File: config.mk
export PLATFORM = sky130hd
export DESIGN_NAME = sync_fifo_flags_flat
export DESIGN_NICKNAME = d
export VERILOG_FILES = /design/src/rtl/sync_fifo_flags_if.sv /design/src/rtl/sync_fifo_flags.sv /design/src/flat_wrapper.sv
export SDC_FILE = /design/constraint.sdc
export NUM_CORES = 1
export LEC_CHECK = 0
export BUFFER_PORTS_ARGS = -buffer_cell sky130_fd_sc_hd__buf_4
export CORE_ASPECT_RATIO = 1.2
export CORE_UTILIZATION = 57
export CTS_BUF_LIST = sky130_fd_sc_hd__clkbuf_8
export CTS_CLUSTER_DIAMETER = 80
export DETAILED_ROUTE_END_ITERATION = 12
export GPL_ROUTABILITY_DRIVEN = 0
export PLACE_DENSITY = 0.78
export REMOVE_ABC_BUFFERS = 1
export SYNTH_ARGS = -nofsm -noshare
export SYNTH_HDL_FRONTEND = slang
export SYNTH_SLANG_ARGS = --single-unit
export TNS_END_PERCENT = 50
File: constraint.sdc
create_clock -name clk -period 2.31 [get_ports clk]
set_input_delay 0.1155 -clock clk [delete_from_list [all_inputs] [get_ports clk]]
set_output_delay 0.1155 -clock clk [all_outputs]
set_load 0.1 [all_outputs]
File: src/rtl/sync_fifo_flags_if.sv
// Bundle of the FIFO's producer/consumer-facing signals.
//
// master : the block driving the FIFO (flush, write/read requests, write data)
// slave  : the FIFO itself (read data, occupancy, flags, error pulses)
//
// Signals:
//   clr       synchronous flush
//   wr_en     write request
//   rd_en     read request (read acknowledge in FWFT mode)
//   data_in   write data
//   data_out  read data
//   f_empty   count == 0
//   f_full    count == depth
//   f_afull   count >= almost-full threshold
//   f_aempty  count <= almost-empty threshold
//   count     current occupancy, 0..depth
//   overflow  one-cycle pulse: a write was rejected
//   underflow one-cycle pulse: a read was rejected
interface sync_fifo_flags_if #(
    parameter int unsigned DATAWIDTH = 8,
    parameter int unsigned ADDRWIDTH = 4
);
    logic                 clr;
    logic                 wr_en;
    logic                 rd_en;
    logic [DATAWIDTH-1:0] data_in;
    logic [DATAWIDTH-1:0] data_out;
    logic                 f_empty;
    logic                 f_full;
    logic                 f_afull;
    logic                 f_aempty;
    logic [ADDRWIDTH:0]   count;
    logic                 overflow;
    logic                 underflow;

    modport master (
        output clr,
        output wr_en,
        output rd_en,
        output data_in,
        input  data_out,
        input  f_empty,
        input  f_full,
        input  f_afull,
        input  f_aempty,
        input  count,
        input  overflow,
        input  underflow
    );

    modport slave (
        input  clr,
        input  wr_en,
        input  rd_en,
        input  data_in,
        output data_out,
        output f_empty,
        output f_full,
        output f_afull,
        output f_aempty,
        output count,
        output overflow,
        output underflow
    );
endinterface

File: src/rtl/sync_fifo_flags.sv
// Single-clock FIFO with occupancy count, programmable almost-full/almost-empty
// flags, overflow/underflow error pulses, synchronous flush and an optional
// first-word-fall-through read mode.
//
// Ports:
//   clk  rising-edge clock for all state
//   rst  asynchronous active-high reset (pointers, count, data_out, error pulses)
//   bus  sync_fifo_flags_if slave modport:
//        clr/wr_en/rd_en/data_in in; data_out, count, f_* flags,
//        overflow/underflow out
//
// Flags are decoded from the registered count only, so nothing on the request
// inputs reaches a flag or the count combinationally.
module sync_fifo_flags #(
    parameter int unsigned DATAWIDTH     = 8,
    parameter int unsigned ADDRWIDTH     = 4,
    parameter int unsigned ADDRDEPTH     = 16,
    parameter int unsigned AFULL_THRESH  = 12,
    parameter int unsigned AEMPTY_THRESH = 4,
    parameter bit          FWFT          = 1'b0
) (
    input  logic                clk,
    input  logic                rst,
    sync_fifo_flags_if.slave    bus
);

    // Elaboration-time parameter sanity checks.
    if (ADDRDEPTH != (1 << ADDRWIDTH)) begin : g_bad_depth
        $error("sync_fifo_flags: ADDRDEPTH must equal 2**ADDRWIDTH");
    end
    if (AFULL_THRESH < 1 || AFULL_THRESH > ADDRDEPTH - 1) begin : g_bad_afull
        $error("sync_fifo_flags: AFULL_THRESH must be in 1..ADDRDEPTH-1");
    end
    if (AEMPTY_THRESH >= AFULL_THRESH) begin : g_bad_aempty
        $error("sync_fifo_flags: AEMPTY_THRESH must be below AFULL_THRESH");
    end

    localparam logic [ADDRWIDTH:0] DepthCnt  = ADDRDEPTH[ADDRWIDTH:0];
    localparam logic [ADDRWIDTH:0] AfullCnt  = AFULL_THRESH[ADDRWIDTH:0];
    localparam logic [ADDRWIDTH:0] AemptyCnt = AEMPTY_THRESH[ADDRWIDTH:0];

    // Pointers carry one extra bit and simply wrap modulo 2*depth; the count
    // register, not the pointer MSBs, is the source of truth for full/empty.
    logic [ADDRWIDTH:0]   wptr_q, wptr_d;
    logic [ADDRWIDTH:0]   rptr_q, rptr_d;
    logic [ADDRWIDTH:0]   count_q, count_d;
    logic                 ovf_q, ovf_d;
    logic                 udf_q, udf_d;

    logic [DATAWIDTH-1:0] mem [ADDRDEPTH];

    logic                 full;
    logic                 empty;
    logic                 wr_acc;
    logic                 rd_acc;

    assign full  = (count_q == DepthCnt);
    assign empty = (count_q == '0);

    // Flush wins over both requests: nothing is accepted on a clr edge.
    assign wr_acc = bus.wr_en & ~full  & ~bus.clr;
    assign rd_acc = bus.rd_en & ~empty & ~bus.clr;

    // ------------------------------------------------------------------
    // Next-state logic
    // ------------------------------------------------------------------
    always_comb begin
        wptr_d  = wptr_q;
        rptr_d  = rptr_q;
        count_d = count_q;
        ovf_d   = 1'b0;
        udf_d   = 1'b0;

        if (bus.clr) begin
            wptr_d  = '0;
            rptr_d  = '0;
            count_d = '0;
        end else begin
            // A read on a full FIFO frees no space for the same-edge write, and a
            // write on an empty FIFO cannot be read back on the same edge.
            ovf_d = bus.wr_en & full;
            udf_d = bus.rd_en & empty;

            if (wr_acc) begin
                wptr_d = wptr_q + 1'b1;
            end
            if (rd_acc) begin
                rptr_d = rptr_q + 1'b1;
            end

            case ({wr_acc, rd_acc})
                2'b10:   count_d = count_q + 1'b1;
                2'b01:   count_d = count_q - 1'b1;
                default: count_d = count_q;
            endcase
        end
    end

    // ------------------------------------------------------------------
    // State registers
    // ------------------------------------------------------------------
    always_ff @(posedge clk or posedge rst) begin
        if (rst) begin
            wptr_q  <= '0;
            rptr_q  <= '0;
            count_q <= '0;
            ovf_q   <= 1'b0;
            udf_q   <= 1'b0;
        end else begin
            wptr_q  <= wptr_d;
            rptr_q  <= rptr_d;
            count_q <= count_d;
            ovf_q   <= ovf_d;
            udf_q   <= udf_d;
        end
    end

    // Storage array is deliberately left unreset.
    always_ff @(posedge clk) begin
        if (wr_acc) begin
            mem[wptr_q[ADDRWIDTH-1:0]] <= bus.data_in;
        end
    end

    // ------------------------------------------------------------------
    // Read data path
    // ------------------------------------------------------------------
    if (FWFT) begin : g_fwft
        // Head word is always presented; rd_en acknowledges and pops it.
        assign bus.data_out = mem[rptr_q[ADDRWIDTH-1:0]];
    end else begin : g_std
        logic [DATAWIDTH-1:0] dout_q;

        // Loads only on an accepted read; holds through rejected reads and flush.
        always_ff @(posedge clk or posedge rst) begin
            if (rst) begin
                dout_q <= '0;
            end else if (rd_acc) begin
                dout_q <= mem[rptr_q[ADDRWIDTH-1:0]];
            end
        end

        assign bus.data_out = dout_q;
    end

    // ------------------------------------------------------------------
    // Outputs
    // ------------------------------------------------------------------
    assign bus.count     = count_q;
    assign bus.f_empty   = empty;
    assign bus.f_full    = full;
    assign bus.f_afull   = (count_q >= AfullCnt);
    assign bus.f_aempty  = (count_q <= AemptyCnt);
    assign bus.overflow  = ovf_q;
    assign bus.underflow = udf_q;

endmodule

File: src/flat_wrapper.sv
// flat-port wrapper written by rule: the top's interface ports become plain ports
module sync_fifo_flags_flat 
#(
    parameter int unsigned DATAWIDTH     = 8,
    parameter int unsigned ADDRWIDTH     = 4,
    parameter int unsigned ADDRDEPTH     = 16,
    parameter int unsigned AFULL_THRESH  = 12,
    parameter int unsigned AEMPTY_THRESH = 4,
    parameter bit          FWFT          = 1'b0
)
  (clk, rst, bus_clr, bus_wr_en, bus_rd_en, bus_data_in, bus_data_out, bus_f_empty, bus_f_full, bus_f_afull, bus_f_aempty, bus_count, bus_overflow, bus_underflow);
  sync_fifo_flags_if #(.DATAWIDTH(DATAWIDTH), .ADDRWIDTH(ADDRWIDTH)) bus_i ();
  input  logic clk;
  input  logic rst;
  input wire logic [$bits(bus_i.clr)-1:0] bus_clr;
  input wire logic [$bits(bus_i.wr_en)-1:0] bus_wr_en;
  input wire logic [$bits(bus_i.rd_en)-1:0] bus_rd_en;
  input wire logic [$bits(bus_i.data_in)-1:0] bus_data_in;
  output wire logic [$bits(bus_i.data_out)-1:0] bus_data_out;
  output wire logic [$bits(bus_i.f_empty)-1:0] bus_f_empty;
  output wire logic [$bits(bus_i.f_full)-1:0] bus_f_full;
  output wire logic [$bits(bus_i.f_afull)-1:0] bus_f_afull;
  output wire logic [$bits(bus_i.f_aempty)-1:0] bus_f_aempty;
  output wire logic [$bits(bus_i.count)-1:0] bus_count;
  output wire logic [$bits(bus_i.overflow)-1:0] bus_overflow;
  output wire logic [$bits(bus_i.underflow)-1:0] bus_underflow;
  assign bus_i.clr = bus_clr;
  assign bus_i.wr_en = bus_wr_en;
  assign bus_i.rd_en = bus_rd_en;
  assign bus_i.data_in = bus_data_in;
  assign bus_data_out = bus_i.data_out;
  assign bus_f_empty = bus_i.f_empty;
  assign bus_f_full = bus_i.f_full;
  assign bus_f_afull = bus_i.f_afull;
  assign bus_f_aempty = bus_i.f_aempty;
  assign bus_count = bus_i.count;
  assign bus_overflow = bus_i.overflow;
  assign bus_underflow = bus_i.underflow;
  sync_fifo_flags #(.DATAWIDTH(DATAWIDTH), .ADDRWIDTH(ADDRWIDTH), .ADDRDEPTH(ADDRDEPTH), .AFULL_THRESH(AFULL_THRESH), .AEMPTY_THRESH(AEMPTY_THRESH), .FWFT(FWFT)) u_core (.clk(clk), .rst(rst), .bus(bus_i));
endmodule
# Word level (Yosys, flattened, before mapping)
# Memories as Yosys holds them, arrays and structs flattened. A register that Yosys moved wholly into a read port is not among the register bits.
# Cells that the tools add are included.
# totals
mem_count,1
inputBits,13
regBits,17
ramBits,128
output_inout_bits,19
wordCells,38
# mem_list
name,depth,width,read_ports,rd_ports_with_merged_regs,write_ports,line_no,rtl
u_core.mem,16,8,1,1,1,sync_fifo_flags.sv:50,logic [DATAWIDTH-1:0] mem [ADDRDEPTH];
# classes
add_sub_neg,4
eq_ne,3
n_mux,10
n_reduce_logical,4
n_lt_le_gt_ge,2
n_bitwise,9
# ops
cell,n
5-bit two-way mux,5
5-bit by 1-bit adder with 5-bit output (second input constant),3
5-bit one-hot mux with 2 select lines,1
1-bit bitwise AND,6
5-bit equality test (second input constant),1
5-bit by 4-bit greater-or-equal comparator with 1-bit output (second input constant),1
5-bit by 3-bit <= comparator with 1-bit output (second input constant),1
5-bit logical NOT,1
5-bit by 1-bit subtractor with 5-bit output (second input constant),1
1-bit two-way mux,4
2-bit nonzero test,2
1-bit inverter,3
3-bit nonzero test,1
2-bit by 1-bit equality test with 1-bit output (second input constant),1
2-bit equality test (second input constant),1

# Longest topological paths before layout
# logic_depth
depth_word,7
ltp_mapped,10
mapped_depth_nobuf,9

# Worst setup path after synthesis
# OpenSTA, ideal clock, no wires.
# synth_timing
kind,register -> output
from,reg u_core.count_q[1] (netlist: u_core.bus.count[1])
to,out bus_f_aempty
t_required_ps,2194
path_stages_with_launch,4
arrival_ps,3225
path_buffers,1
slack_ps,-1031
cell_sequence,dfrtp_1 -> buf_6 -> o21a_1 -> nor3_1
# synth_via
elab_chain_len,1
# synth_lines
element,line_no,rtl
from (decl),sync_fifo_flags.sv:46,"logic [ADDRWIDTH:0] count_q, count_d;"
from (signal assigned),sync_fifo_flags.sv:112,count_q <= count_d;
5-bit by 3-bit <= comparator with 1-bit output,sync_fifo_flags.sv:153,assign bus.f_aempty = (count_q <= AemptyCnt);
to (decl),flat_wrapper.sv:23,output wire logic [$bits(bus_i.f_aempty)-1:0] bus_f_aempty;
# Every way passes these cells.

# Worst setup path after layout
# layout_timing
from,reg u_core.count_q[0] (netlist: u_core.bus.count[0])
to,reg u_core.count_q[4] (netlist: u_core.bus.count[4])
# layout_via
elab_chain_len,7
elab_cells_between_ends,15
classes_between,add/sub (2); eq/ne (3); mux (2); bitwise (6); reduce/logical (2)
# layout_lines
element,line_no,rtl
5-bit equality test / 5-bit logical NOT (equally long branches),"sync_fifo_flags.sv:57, sync_fifo_flags.sv:58",
"1-bit inverter, on equally long branches","sync_fifo_flags.sv:61, sync_fifo_flags.sv:62",
"1-bit bitwise AND, on equally long branches (2 in series)","sync_fifo_flags.sv:61, sync_fifo_flags.sv:62",
2-bit by 1-bit equality test with 1-bit output / 2-bit equality test (equally long branches),sync_fifo_flags.sv:91,"case ({wr_acc, rd_acc})"
5-bit one-hot mux with 2 select lines,sync_fifo_flags.sv:91,
5-bit two-way mux,sync_fifo_flags.sv:74,if (bus.clr) begin
# Parallel ways exist; a longest one is shown, timed or not.
# A chain may end at the register's enable or synchronous reset.

==> flow_summary.yaml <==
placed_design:
  place_hpwl_mm: 7.41
  io_buffers: 31
  place_area_um2: 6690
sta:
  finClkSkew_ns: 0.0117
  hold_violations: 0
  post-route-min-period_ns: 2.35
  rsz0062_at_grt: "true"
  worst_pin_slew_ns: 0.909
  maxSlewViolCount: 0
  holdWs_ns: 0.432
  finalSetupViolCount: 8
  period_share: 1.02
  slew_headroom: 0.393
  fmax_mhz: 426
  setup_ws_ns: -0.0366
clock_tree:
  cts.sinks: 151
  clock_latency_ns: 0.43
  clk_pin_slew_ns: 0.08
  h-tree-depth: 4
  root_buffer: "clkbuf_8"
  clockBufferDepth: 2
  cts_tree: "built"
  numCtsBuffers: 17
min_path:
  hold_path.class: "in -> async"
synthesis:
  ys.flop_type: "edfxtp_1"
  yosysWarnings: 0
  synthCells: 344
  synth_edf_count: 128
  ys_async_sr_fraction: 0.152
  synth_area_per_cell_um2: 18.1
  seq_area_frac_synth: 0.712
  yosysUniqueCellTypes: 44
  ys_ff_latch: 151
  synth_area_um2: 6210
finish:
  diodes: 0
  drive_gt1_frac: 0.317
  post-route-util: 0.684
  num-nets-final: 427
  syn2layout_area_growth_pct: 16.4
  fill_cells: 679
  design_area_um2: 7230
floorplanning:
  dieArea_um2: 11300
  initial_utilization: 0.588
  die-height_um: 116
  rows: 41
  io_pins: 32
  die_x_um: 97.3
  core-area_um2: 10600
route:
  finalWirelength_mm: 11.9
  drt_iter0_markers: 262
  via_count: 3296
  wl_per_cell_um: 21.7
  drcViolationCount: 0
  vias_per_cell: 6.00
  drtAntennaViolNets: 0
  drtPass1Iterations: 4
worst_setup_path:
  startpoint_type: "flop"
  cp_data_required_time_ns: 2.62
  end_kind: "flop"
  arrival_ns: 2.65
  critical_path_class: "reg -> reg"
  worstPathMaxFanout: 2
outcome:
  violations: "negative setup slack"
  outcome: "finished, violations left"
pwr:
  p_total_mw: 8.31
  ir_worst_vdd_mv: 0.721
  power.density_nw_per_um2: 1150
  cellLeakagePower_nw: 2.47
global_route:
  grt_usage: 0.227
  grt_pass1_vias: 3340
  grt_pass1_wl_mm: 18.1
  overflow: 0
  antenna_found_initial: 0
  grt_max_degree: 35
flow_run:
  cap_violations: 0
[sequential cells by signal, indices dropped and copies added, names as in the netlist]
name / flops
u_core.rptr_q: 4
u_core.bus.underflow: 1
u_core.bus.data_out: 8
u_core.bus.overflow: 1
u_core.bus.count: 5
u_core.mem: 128
u_core.wptr_q: 4
[cells in the mapped netlist (all sizes together) (2+ instances only)]
cell type / instances / area [µm²]
nand3b: 4 / 33.8
nor3: 5 / 25.0
xnor2: 2 / 17.5
buf: 12 / 72.6
a21boi: 2 / 15.0
ha: 7 / 87.6
o31ai: 2 / 15.0
o21ai: 3 / 15.0
edfxtp: 128 / 3840
nand2: 22 / 82.6
mux4: 32 / 721
inv: 5 / 18.8
nor2: 25 / 93.8
or3: 2 / 12.5
clkbuf: 8 / 30.0
xor2: 5 / 43.8
nand3: 4 / 25.0
o221ai: 8 / 70.1
mux2i: 19 / 203
or2: 2 / 15.0
dfrtp: 23 / 576
a21oi: 5 / 25.0
nand2b: 5 / 31.3
[path summary, 6_finish.rpt]
| kind | startpoint | slack [ns] | cells past startpoint | to |
|---|---|---|---|---|
| max in group asynchronous | rst | 1.27 | 3 | u_core.rptr_q[0]$_DFFE_PP0P_ |
| min in group clk | bus_clr | 0.47 | 3 | u_core.bus.count[3]$_DFFE_PP0P_ |
| max reg2reg | u_core.bus.count[0]$_DFFE_PP0P_ | -0.04 | 9 | u_core.bus.count[4]$_DFFE_PP0P_ |
| min reg2reg | u_core.bus.data_out[7]$_DFFE_PP0P_ | 0.51 | 2 | u_core.bus.data_out[7]$_DFFE_PP0P_ |
| max | u_core.bus.count[0]$_DFFE_PP0P_ | -0.04 | 9 | u_core.bus.count[4]$_DFFE_PP0P_ |
| min | rst | 0.43 | 3 | u_core.rptr_q[1]$_DFFE_PP0P_ |
[cells by family after synthesis]
| group | Yosys count | share of synthesized area |
|---|---|---|
| buffers and inverters | 25 | 0.0195 |
| and+or+nand+nor | 76 | 0.0613 |
| DFF | 151 | 0.712 |
| adders and majority gates | 7 | 0.0141 |
| xor gates and xnor gates | 7 | 0.00987 |
| muxes | 51 | 0.149 |
| AOI/OAI and AO/OA | 27 | 0.0349 |
[cells in the final DEF, fill, tap and decap left out, types with 2 or more instances in the layout]
cell / synthesis / routed
o221ai_1: 8 / 8
nor3_1: 5 / 5
nand2_1: 22 / 22
clkbuf_8: 0 / 18
ha_1: 7 / 6
clkinv_2: 0 / 3
dlygate4sd3_1: 0 / 12
xor2_1: 5 / 5
nor2_2: 0 / 6
inv_1: 5 / 7
bufinv_16: 0 / 3
mux4_2: 32 / 32
or3_1: 2 / 2
a21boi_0: 2 / 2
nand3b_1: 3 / 3
edfxtp_1: 128 / 128
nand2b_1: 5 / 5
xnor2_1: 2 / 2
a21oi_1: 5 / 5
nand3_1: 3 / 3
nor2_1: 25 / 19
o31ai_1: 2 / 2
mux2i_1: 18 / 18
dfrtp_1: 23 / 22
clkinvlp_4: 0 / 5
o21ai_0: 3 / 3
buf_4: 1 / 50
buf_12: 0 / 2
[per-layer routing]
layer  GRT usage  wire length (µm)
met1       0.274              4710
met2       0.401              6370
met3      0.0485               642
met4      0.0971               195
met5           0                 0
[per-stage QoR]
stage	setup TNS [ns]	std cells	setup WS (ns)
final	-0.0631	549	-0.0366
after global routing	-7.66	549	-0.173
after CTS	-0.0466	549	-0.0466
after detailed placement	-0.403	505	-0.0652
after global placement	-0.0372	505	-0.0372
after floorplan	-97.64	324	-0.962
[report_power, final]
group	internal, mW	total (mW)	switching (mW)
logic	1.02	3.02	2.00
registers	3.12	3.26	0.138
clock network	1.09	2.04	0.951
total	5.22	8.31	3.09
[worst max-delay path, stage by stage (launching register included)]
cell and delay, ns:
dfrtp_1 0.38, or4_4 0.56, mux2i_4 0.21, xor2_1 0.15, ha_2 0.18, or3_1 0.30, a21oi_1 0.13, mux2i_1 0.11
nand3b_1 0.11, o311ai_2 0.10
[cell type report]
class | count | area [µm²] | share of cell area
multi-input combinational | 168 | 1690 | 0.233
sequential | 151 | 4420 | 0.611
inverter | 5 | 18.8 | 0.00260
timing repair buffer | 64 | 536 | 0.0741
tap | 129 | 161 | 0.0223
clock inverter | 14 | 159 | 0.0220
clock buffer | 18 | 248 | 0.0343
[what timing repair did]
action | CTS | global route
endpoints found under the hold margin | 155 | 0
pin swaps | 3 | 0
gates resized for setup | 3 | 4
buffers inserted | 0 | 0
endpoints found under the setup margin | 13 | 81
hold buffers | 12 | 0
Note: power is estimated with default switching activity, not from simulation.
